File: src/rtl/p09_spi_master.sv
// SPI mode-0 initiator: sends a 16-bit command (repeated every frame) and reads back STATE_SIZE bits.
// Optional build macro P09_SPIM_MISO_SYNC_EN adds a 2-flop synchronizer on miso_i.
module p09_spi_master #(
    parameter int unsigned STATE_SIZE = 41,
    parameter int unsigned CLK_DIV    = 4
) (
    input  logic                  clk,
    input  logic                  nRst,
    input  logic                  start_i,
    input  logic [15:0]           write_value_i,
    output logic                  busy_o,
    output logic                  done_o,
    output logic [STATE_SIZE-1:0] state_out_o,
    output logic                  sck_o,
    output logic                  ss_o,
    output logic                  mosi_o,
    input  logic                  miso_i
);
    localparam int unsigned NWORDS = (STATE_SIZE + 15) / 16;
    localparam int unsigned NBITS  = 16 * NWORDS;
    localparam int unsigned CntW   = $clog2(NBITS + 1);
    localparam int unsigned PhW    = $clog2(CLK_DIV);

    localparam logic [PhW-1:0]  PhLast    = PhW'(CLK_DIV - 1);
    localparam logic [PhW-1:0]  PhGapLast = PhW'(CLK_DIV - 2);
    localparam logic [CntW-1:0] CntBits   = CntW'(NBITS);
    localparam logic [CntW-1:0] CntState  = CntW'(STATE_SIZE);

    typedef enum logic [2:0] {StIdle, StSetup, StHigh, StLow, StHold, StGap} state_e;

    state_e                state_q, state_d;
    logic [PhW-1:0]        phase_q, phase_d;
    logic [CntW-1:0]       cnt_q, cnt_d;
    logic [15:0]           word_q, word_d;
    logic [STATE_SIZE-1:0] rx_q, rx_d;
    logic [STATE_SIZE-1:0] state_out_q, state_out_d;
    logic                  sck_q, sck_d;
    logic                  ss_q, ss_d;
    logic                  mosi_q, mosi_d;
    logic                  busy_q, busy_d;
    logic                  done_q, done_d;
    logic                  miso_s;
    logic                  phase_last;

`ifdef P09_SPIM_MISO_SYNC_EN
    logic [1:0] sync_q;
    always_ff @(posedge clk or negedge nRst) begin
        if (!nRst) sync_q <= '0;
        else       sync_q <= {sync_q[0], miso_i};
    end
    assign miso_s = sync_q[1];
`else
    assign miso_s = miso_i;
`endif

    always_comb begin
        state_d     = state_q;
        phase_d     = phase_q;
        cnt_d       = cnt_q;
        word_d      = word_q;
        rx_d        = rx_q;
        state_out_d = state_out_q;
        sck_d       = sck_q;
        ss_d        = ss_q;
        mosi_d      = mosi_q;
        busy_d      = busy_q;
        done_d      = 1'b0;
        phase_last  = (phase_q == PhLast);
        if (state_q != StIdle) phase_d = phase_last ? '0 : phase_q + 1'b1;

        unique case (state_q)
            StIdle: begin
                if (start_i) begin
                    word_d  = write_value_i;
                    ss_d    = 1'b0;
                    busy_d  = 1'b1;
                    mosi_d  = write_value_i[15];
                    cnt_d   = '0;
                    state_d = StSetup;
                end
            end
            StSetup: begin
                if (phase_last) begin
                    sck_d   = 1'b1;
                    state_d = StHigh;
                end
            end
            StHigh: begin
                if (phase_last) begin
                    // Only the first STATE_SIZE bits are kept; trailing fill bits fall away.
                    if (cnt_q < CntState) rx_d = {rx_q[STATE_SIZE-2:0], miso_s};
                    sck_d   = 1'b0;
                    cnt_d   = cnt_q + 1'b1;
                    // 15 - (k mod 16) is the bitwise inverse of the low nibble.
                    if (cnt_d != CntBits) mosi_d = word_q[~cnt_d[3:0]];
                    state_d = StLow;
                end
            end
            StLow: begin
                // The final low half-period completes the last sck cycle before HOLD.
                if (phase_last) begin
                    if (cnt_q == CntBits) begin
                        state_d = StHold;
                    end else begin
                        sck_d   = 1'b1;
                        state_d = StHigh;
                    end
                end
            end
            StHold: begin
                if (phase_last) begin
                    ss_d    = 1'b1;
                    mosi_d  = 1'b0;
                    state_d = StGap;
                end
            end
            StGap: begin
                // done is registered, so it is raised one cycle early to land on the gap's last cycle.
                if (phase_q == PhGapLast) begin
                    state_out_d = rx_q;
                    done_d      = 1'b1;
                    busy_d      = 1'b0;
                    phase_d     = '0;
                    state_d     = StIdle;
                end
            end
            default: state_d = StIdle;
        endcase
    end

    always_ff @(posedge clk or negedge nRst) begin
        if (!nRst) begin
            state_q     <= StIdle;
            phase_q     <= '0;
            cnt_q       <= '0;
            word_q      <= '0;
            rx_q        <= '0;
            state_out_q <= '0;
            sck_q       <= 1'b0;
            ss_q        <= 1'b1;
            mosi_q      <= 1'b0;
            busy_q      <= 1'b0;
            done_q      <= 1'b0;
        end else begin
            state_q     <= state_d;
            phase_q     <= phase_d;
            cnt_q       <= cnt_d;
            word_q      <= word_d;
            rx_q        <= rx_d;
            state_out_q <= state_out_d;
            sck_q       <= sck_d;
            ss_q        <= ss_d;
            mosi_q      <= mosi_d;
            busy_q      <= busy_d;
            done_q      <= done_d;
        end
    end

    assign busy_o      = busy_q;
    assign done_o      = done_q;
    assign state_out_o = state_out_q;
    assign sck_o       = sck_q;
    assign ss_o        = ss_q;
    assign mosi_o      = mosi_q;
endmodule

File: config.mk
export PLATFORM = sky130hd
export DESIGN_NAME = p09_spi_master
export DESIGN_NICKNAME = d
export VERILOG_FILES = /design/src/rtl/p09_spi_master.sv
export SDC_FILE = /design/constraint.sdc
export NUM_CORES = 1
export LEC_CHECK = 0
export CAP_MARGIN = 20
export CORE_MARGIN = 5
export CORE_UTILIZATION = 41
export CTS_CLUSTER_SIZE = 10
export DETAILED_ROUTE_END_ITERATION = 6
export HOLD_SLACK_MARGIN = 0.15
export PLACE_DENSITY = 0.65
export SYNTH_ARGS = -nofsm -noshare
export SYNTH_HDL_FRONTEND = slang
export SYNTH_SLANG_ARGS = --single-unit
File: constraint.sdc
create_clock -name clk -period 1.9 [get_ports clk]
set_clock_uncertainty 0.05 [all_clocks]
set_input_delay 0.38 -clock clk [delete_from_list [all_inputs] [get_ports clk]]
set_output_delay 0.38 -clock clk [all_outputs]
set_load 0.03 [all_outputs]
Word-level counts from Yosys, hierarchy flattened
Index checks and enable logic that the tools add are counted.
{"block": "totals", "output_inout_bits": 46, "reg_bits": 114, "word_cells": 82, "input_bits": 20}
{"block": "op_classes", "bitwise": 1, "magnitude_cmp": 2, "add_sub_neg": 2, "mux": 33, "n_eq_ne": 17, "n_reduce_logical": 16}
{"op": "3-bit 2-to-1 mux", "count": 7}
{"op": "3-bit case mux with 6 select lines", "count": 1}
{"op": "2-bit != test, second input constant", "count": 8}
{"op": "1-bit 2-to-1 mux", "count": 13}
{"op": "6-bit 2-to-1 mux", "count": 2}
{"op": "6-bit case mux with 2 select lines", "count": 1}
{"op": "3-bit AND reduction", "count": 4}
{"op": "5-bit AND reduction", "count": 2}
{"op": "3-bit nonzero test", "count": 3}
{"op": "2-bit 2-to-1 mux", "count": 4}
{"op": "6-bit by 1-bit adder with 6-bit output, second input constant", "count": 1}
{"op": "3-bit by 2-bit == test with 1-bit output, second input constant", "count": 2}
{"op": "3-bit == test, second input constant", "count": 2}
{"op": "6-bit == test, second input constant", "count": 1}
{"op": "6-bit < comparator, second input constant", "count": 1}
{"op": "6-bit != test, second input constant", "count": 1}
{"op": "1-bit case mux with 3 select lines", "count": 2}
{"op": "6-bit AND reduction", "count": 1}
{"op": "2-bit nonzero test", "count": 3}
{"op": "4-bit by 5-bit < comparator with 1-bit output, second input constant", "count": 1}
{"op": "1-bit binary-select mux with 4-bit select", "count": 1}
{"op": "2-bit == test, second input constant", "count": 2}
{"op": "4-bit inverter", "count": 1}
{"op": "1-bit case mux with 2 select lines", "count": 2}
{"op": "4 further kinds", "count": 5}

Depth between registers and ports, before layout
{"block": "logic_depth", "word_depth": 7, "depth_mapped": 8}

Worst setup path after synthesis
OpenSTA, ideal clock, no wires.
{"block": "synth_path", "path_kind": "register to register", "start": "reg cnt_q[0]", "end": "reg mosi_q, in the netlist mosi_o", "arrival_time_ns": 1.841, "path_slack_ns": -0.122, "period_less_slack_ns": 2.022, "n_path_buf": 1, "setup_ns": 0.131, "stages_incl_launch_ff": 8, "required_ns": 1.719, "cell_sequence": "dfrtp_1 buf_6 inv_1 ha_1 mux4_1 mux4_2 a32oi_1 mux2i_1"}
{"block": "synth_via", "elab_chain_len": 7, "elab_cells_between_ends": 10}
{"item": "start, declared", "line": "33", "text": "logic [CntW-1:0] cnt_q, cnt_d;"}
{"item": "start signal, assigned", "line": "147", "text": "cnt_q <= cnt_d;"}
{"item": "6-bit by 1-bit adder with 6-bit output *", "line": "93", "text": "cnt_d = cnt_q + 1'b1;"}
{"item": "4-bit inverter", "line": "95", "text": "if (cnt_d != CntBits) mosi_d = word_q[~cnt_d[3:0]];"}
{"item": "1-bit binary-select mux with 4-bit select", "line": "95"}
{"item": "1-bit 2-to-1 mux (implied by the code)", "line": "95"}
{"item": "1-bit 2-to-1 mux", "line": "95"}
{"item": "1-bit 2-to-1 mux", "line": "89", "text": "if (phase_last) begin"}
{"item": "1-bit case mux with 3 select lines", "line": "71", "text": "unique case (state_q)"}
{"item": "end signal, assigned", "line": "153", "text": "mosi_q <= mosi_d;"}
{"item": "end, declared", "line": "39", "text": "logic mosi_q, mosi_d;"}
Mark *: on every way between the ends. The rest lies on a longest branch, timed or not. The select of a mux whose other input is x is not followed.
A chain may end at the register's enable or synchronous reset.

Final worst setup path
Same ends and word-level chain as after synthesis.

==> impl_metrics.ini <==
[pwr]
power.density_cell_area_mw_per_mm2 = 1350
p_comb_share_pct = 21.9
power.total_w = 0.00879
irDropWorstVdd_uv = 757
p_int_w = 0.00656
clock_power_share_pct = 42.9
cellLeakagePower_nw = 3.53
switching_power_as_a_share_of_total_power_pct = 25.4
p_switching_w = 0.00224
power_frac_seq_pct = 35.2

[finish]
final_net_count = 438
final_util_pct = 57.6
final_cell_count_no_fill = 570
sequential_cell_area_mm2 = 0.00286
num_antenna_cells = 0
final.fill_count = 923
multi_input_area_mm2 = 0.00178
drive_gt1_share_pct = 37.7
areaGrowthSynthToFinish_pct = 38.7

[synthesis]
postSynthAreaPerCell_um2 = 14.4
synth_nets = 350
netlist_instances = 326
synth.ff_latch_count = 114
post_synth_instance_area_mm2 = 0.00470
synth.yosys.seq_area_share_pct = 60.7
async_flop_share_pct = 100
synth.yosys.warnings = 0
synth_top_flop_cell = dfrtp_1
synth_enable_flop_cells = 0
synth_cell_types = 35

[clock_tree]
worstSkewPairLatency_ns = 0.40
clock_buffers_created_by_tritoncts = 17
ctsHtreeMaxLevel = 4
clock_sinks = 114
cts.clk_slew.worst_paths_ns = 0.05
cts_tree = done
clockBufferDepth = 2
ctsRootBufferMaster = clkbuf_16

[drt]
routedWlPerCell_um = 15.8
first_pass_iters = 4
route.vias.total = 2852
drc = 0
route.antenna.remaining_nets = 0
routed_wirelength_mm = 8.99
route.detailed.vias_per_inst = 5.00
detail_route.iter0.violations = 124

[critical_path]
crit_type = flop to flop
worst_ep_required_time_ns = 2.13
worst_endpoint_data_arrival_time_ns = 2.21
start_kind = flop
setup.worst_path.end_class = flop
critPathMaxFanout = 6

[placed_design]
detailed_place_hpwl_mm = 5.80
count_of_input_and_output_buffers = 65
place.gp.congestion = 0.758
post-place-cells = 534

[grt]
grt_use_total_pct = 14.1
wire_length_of_the_first_global_routing_pass_mm = 14.8
maximum_number_of_pins_on_one_net_before_global_route_repair = 50
grt_pass1_vias = 2975
grt_remaining_overflow = 0
initial_antenna_violation_count = 0

[floorplan]
dieArea_mm2 = 0.0137
die_h_um = 117
floorplan.initialDensity_pct = 41.5
floorplan.die.width_um = 117
ioPinCount = 66
core_region_area_mm2 = 0.0113
row_count = 39

[sta]
max_clock_freq_mhz = 505
hold_viol = 0
final.setup.worst_slack_ns = -0.0816
grt_setup_unrepaired = true
finalMaxSlewViolations = 0
hold_slack_ns = 0.409
slew_headroom_pct = 72.4
layout_worst_path_cycle_share_pct = 104
min_period_ns = 1.98
worst_pin_slew_ns = 0.414
setup_viol_count_final = 1

[outcome]
status = finished with violations
violations = setup timing

[run]
drv_cap = 0

[min_path]
hold_path.class = input pin to async pin
## area by class of cell
class                   count  share of cell area, %
clock inverters            13                   3.89
inverters                   7                  0.403
repair buffers             86                   15.0
multi-input cells         188                   27.2
clock buffers              19                   6.95
well taps                 143                   2.74
flip-flops and latches    114                   43.8
## cells in the final DEF (no fill, tap or decap), types with 5 or more instances in the layout
cell,instances
dfrtp_1,112
mux2_2,98
clkdlybuf4s50_1,33
dlymetal6s2s_1,23
clkbuf_16,19
nand2_1,15
buf_4,12
nor2_1,10
o21ai_0,10
dlygate4sd2_1,8
bufinv_16,7
buf_12,7
inv_1,6
a21oi_1,5
## power by group through the flow
stage | clock (W) | sequential (W) | combinational, W
2_1_floorplan | 0 | 0.00305 | 0.00127
3_3_place_gp | 0 | 0.00313 | 0.00173
3_5_place_dp | 0 | 0.00313 | 0.00180
4_1_cts | 0.00384 | 0.00309 | 0.00180
5_1_grt | 0.00396 | 0.00314 | 0.00211
6_report | 0.00378 | 0.00309 | 0.00192
## registers in the layout, summed over array words and instances (netlist names)
name / flops
cnt_q: 6
word_q: 16
state_q: 3
state_out_o: 41
phase_q: 2
mosi_o: 1
ss_o: 1
done_o: 1
busy_o: 1
sck_o: 1
rx_q: 41
## what timing repair did
action,CTS,global route
endpoints found under the setup margin,26,54
hold endpoints to repair,26,0
pin swaps,1,1
setup buffers,0,1
hold buffers,1,0
gates cloned,0,2
gates resized for setup,9,27
## cells in the mapped netlist (2+ instances only)
library cell	count	area share [%]
a211oi_1	3	0.48
a21oi_1	6	0.64
and2_1	2	0.27
and3_1	2	0.27
buf_2	12	1.3
clkbuf_1	2	0.16
dfrtp_1	113	60
ha_1	4	1.1
inv_1	7	0.56
mux2_2	98	23
mux2i_1	2	0.43
mux4_1	4	2.2
nand2_1	16	1.3
nand2b_1	5	0.67
nand3_1	3	0.32
nor2_1	10	0.80
nor3_1	2	0.21
o21ai_0	11	1.2
o31ai_1	4	0.64
or3_1	2	0.27
xnor2_1	2	0.37
xor2_1	3	0.56
## worst max-delay path, stage by stage (launching register included)
cell and delay [ns]:
dfrtp_2 0.45, inv_2 0.06, ha_4 0.29, mux4_1 0.28, mux4_2 0.46, a32oi_1 0.18
mux2i_1 0.09
## path summary, 6_finish.rpt
kind,from,endpoint,slack (ns),cells past startpoint
min in group clk,state_out_o[23],state_out_o[23],0.45,1
max in group asynchronous,nRst,state_out_o[22],0.80,3
setup / recovery,cnt_q[0],mosi_o,-0.08,6
setup reg to reg,cnt_q[0],mosi_o,-0.08,6
hold reg to reg,state_out_o[23],state_out_o[23],0.45,1
hold / removal,nRst,word_q[8],0.41,2
## cell families (layout without fill, tap and decap cells)
group                    after synthesis  count (layout)  synth area share, %
multiplexers                         105             105                 26.6
AND/OR/NAND/NOR                       43              43                 4.20
adder cells (fa/ha/maj)                4               4                 1.06
AO/OA/AOI/OAI                         31              31                 4.10
buffers and inverters                 24             125                 2.42
XOR/XNOR                               5               5                0.931
flip-flops                           114             114                 60.7
## metal layers
| metal | GRT usage, % | wire (um) | part of all wire, % | vias up |
|---|---|---|---|---|
| li1 | - | - | - | 1341 |
| met1 | 18.4 | 4130 | 46 | 1453 |
| met2 | 22.0 | 4430 | 49 | 50 |
| met3 | 4.88 | 348 | 3.9 | 8 |
| met4 | 5.05 | 95 | 1.1 | 0 |
| met5 | 0 | 0 | 0 | - |
## stage by stage
step / area (um2) / setup TNS, ns / worst slack, ns
2_1_floorplan: 4720 / -0.0472 / -0.0472
3_3_place_gp: 5670 / -0.0969 / -0.0969
3_5_place_dp: 5670 / -0.232 / -0.165
4_1_cts: 6380 / -0.0893 / -0.0893
5_1_grt: 6520 / -0.136 / -0.136
6_report: 6520 / -0.0816 / -0.0816
No activity file was read; power rests on OpenSTA's default activity.
==> variant, RTL diff (same settings) <==
Build with the macro `P09_SPIM_MISO_SYNC_EN` defined.
--- a/src/rtl/p09_spi_master.sv
+++ b/src/rtl/p09_spi_master.sv
@@ -2,2 +2,4 @@
 // Optional build macro P09_SPIM_MISO_SYNC_EN adds a 2-flop synchronizer on miso_i.
+`define P09_SPIM_MISO_SYNC_EN
+
 module p09_spi_master #(
Function: same outputs for any inputs over 10 cycles, from zero or initial values and one cycle with nRst low; that may be too few to reach the edited logic, so the function may still have changed.
==> variant against the original RTL <==
Fmax up 5.0%. Die area up 5.5%. Synthesized cell count up 3.1%. Sequential cell count up 2. Synthesized area up 6.0%. Count of clock-buffer cells in the layout up 3. Worst setup slack better by 0.094 ns. Design area up 0.65%. Routed wire length up 0.51%. Critical endpoint unchanged. Highest routed layer unchanged.
Power is not compared: it rests on default switching activity, and its combinational part moved more than twofold at a synthesized area within 25%.
==> variant: results (changes against the original RTL) <==
layout cells sized above 1 0.374 (-0.00320); Pre-antenna DRT Iters 4 (unchanged); IO Port Bufs 65 (unchanged); diodes inserted 0 (unchanged); initial antenna violation count 0 (unchanged); Cell Area, Placed 0.00591 sq mm (+4.2%); largest net degree at the start of global routing 42 (-16%); top cells by count, synth 115 x dfrtp_1, 59 x mux2_2, 40 x mux2_4; critical path class reg2reg; CP max FO 6 (unchanged); R2R Setup Slk 0.01 ns (+0.09 ns); Post-synth top flop dfrtp_1; Worst-Skew Late Latency 0.40 ns (about the same); final wirelength 9.04 mm (+0.51%); RR Endpoint mosi_o; Final nets 448 (+2.3%); post-synthesis cell type count 42 (+20%); worst path arrival time 2.16 ns (-0.05 ns); Worst Hold Class reg2reg; Inserted Clock Buffers 17 (unchanged); # placed instances 546 (+2.2%); Worst Reg-to-Reg Cells 8 (+2); Leakage 3.51 nW; Routability Congestion 0.834 (+10%); initial DRC count 191 (+54%); Total Routing Usage GR 0.134 (-0.00739); Synth warnings 0 (unchanged); vias 2903 (+1.8%); Worst Max-Slew Pin Slew 0.499 ns (+0.0846 ns); Async SR Flop Fraction 1.00 (unchanged); H-Tree Depth 4 (unchanged); register area share after synthesis 0.583 (-0.0242); Synthesized Nets 360 (+2.9%); Worst R2R Start cnt_q[0]; Final Non-Filler Cells 583 (+2.3%); clock-pin slew of the registers on the worst-case setup and hold paths 0.05 ns (about the same); top cells by area, synth dfrtp_1 58%, mux2_2 13%, mux2_4 12%; HPWL after detailed placement 6.07 mm (+4.5%); Root Driver clkbuf_16; status complete, no violations; Pint 0.00444 W; first-pass GRT wire length 15.1 mm (+2.3%); min-delay src sync_q[0]; maximum vdd drop 454 uV; Max Root-Sink Buffers 2 (unchanged); synthesized area per cell 14.8 sq um (+2.8%)
==> variant: cell type report <==
| class | count | area (sq um) |
|---|---|---|
| multi-input cells | 192 | 1940 |
| well taps | 147 | 184 |
| fillers | 965 | 5400 |
| inverters | 9 | 33.8 |
| clock inverters | 9 | 78.8 |
| repair buffers | 88 | 935 |
| flip-flops and latches | 116 | 2900 |
| clock buffers | 22 | 484 |
==> variant: critical path, cell delays in order (launching register included) <==
cell and delay [ns]:
dfrtp_1 0.40, inv_2 0.09, ha_4 0.24, buf_6 0.14
mux2i_1 0.10, mux4_2 0.46, nand4_1 0.10, o2111ai_1 0.10
mux2i_1 0.15
==> variant: power by group through the flow <==
stage               registers, W  clock network (W)   logic (W)
finish                   0.00248            0.00296    0.000103
global route             0.00248            0.00314    0.000119
CTS                      0.00248            0.00303    0.000108
detailed placement       0.00252                  0    0.000106
global placement         0.00252                  0    0.000105
floorplan                0.00252                  0  0.00000645
==> variant: worst min path at each step <==
stage	cells past startpoint	end
2_1_floorplan	0	busy_o
3_3_place_gp	0	sync_q[1]
3_5_place_dp	0	sync_q[1]
6_report	0	sync_q[1]
5_1_grt	0	sync_q[1]
4_1_cts	0	sync_q[1]
==> variant: cell families (layout without fill, tap and decap cells) <==
kind of cell               count (synthesis)  after routing  synth area share
and+or+nand+nor                           43             43            0.0439
AOI/OAI and AO/OA                         32             32            0.0439
buffers and inverters                     28            128            0.0334
muxes                                    110            110             0.281
DFF                                      116            116             0.583
xor gates and xnor gates                   3              3           0.00527
adders and majority gates                  4              4            0.0100
==> variant: layer usage <==
layer	up-vias	GRT usage	share of wire
li1	1373	-	-
met1	1469	0.180	0.47
met2	53	0.198	0.49
met3	8	0.0454	0.035
met4	0	0.0567	0.011
met5	-	0	0
==> variant: repair_timing <==
| action | in CTS | in global routing |
|---|---|---|
| hold buffers | 1 | 0 |
| setup buffers | 2 | 3 |
| endpoints found under the hold margin | 34 | 0 |
| setup endpoints to repair | 7 | 17 |
| resized for setup | 6 | 20 |
| pin swaps | 1 | 3 |
==> variant: through the flow <==
| step | hold WS (ns) | setup TNS (ns) | worst slack (ns) |
|---|---|---|---|
| 5_1_grt | 0.318 | -0.0395 | -0.0395 |
| 4_1_cts | 0.312 | 0 | 0.00679 |
| 6_report | 0.314 | 0 | 0.0128 |
| 2_1_floorplan | 0.0344 | 0 | 0.0196 |
| 3_3_place_gp | 0.293 | 0 | 0.0583 |
| 3_5_place_dp | 0.300 | -0.0595 | -0.0595 |
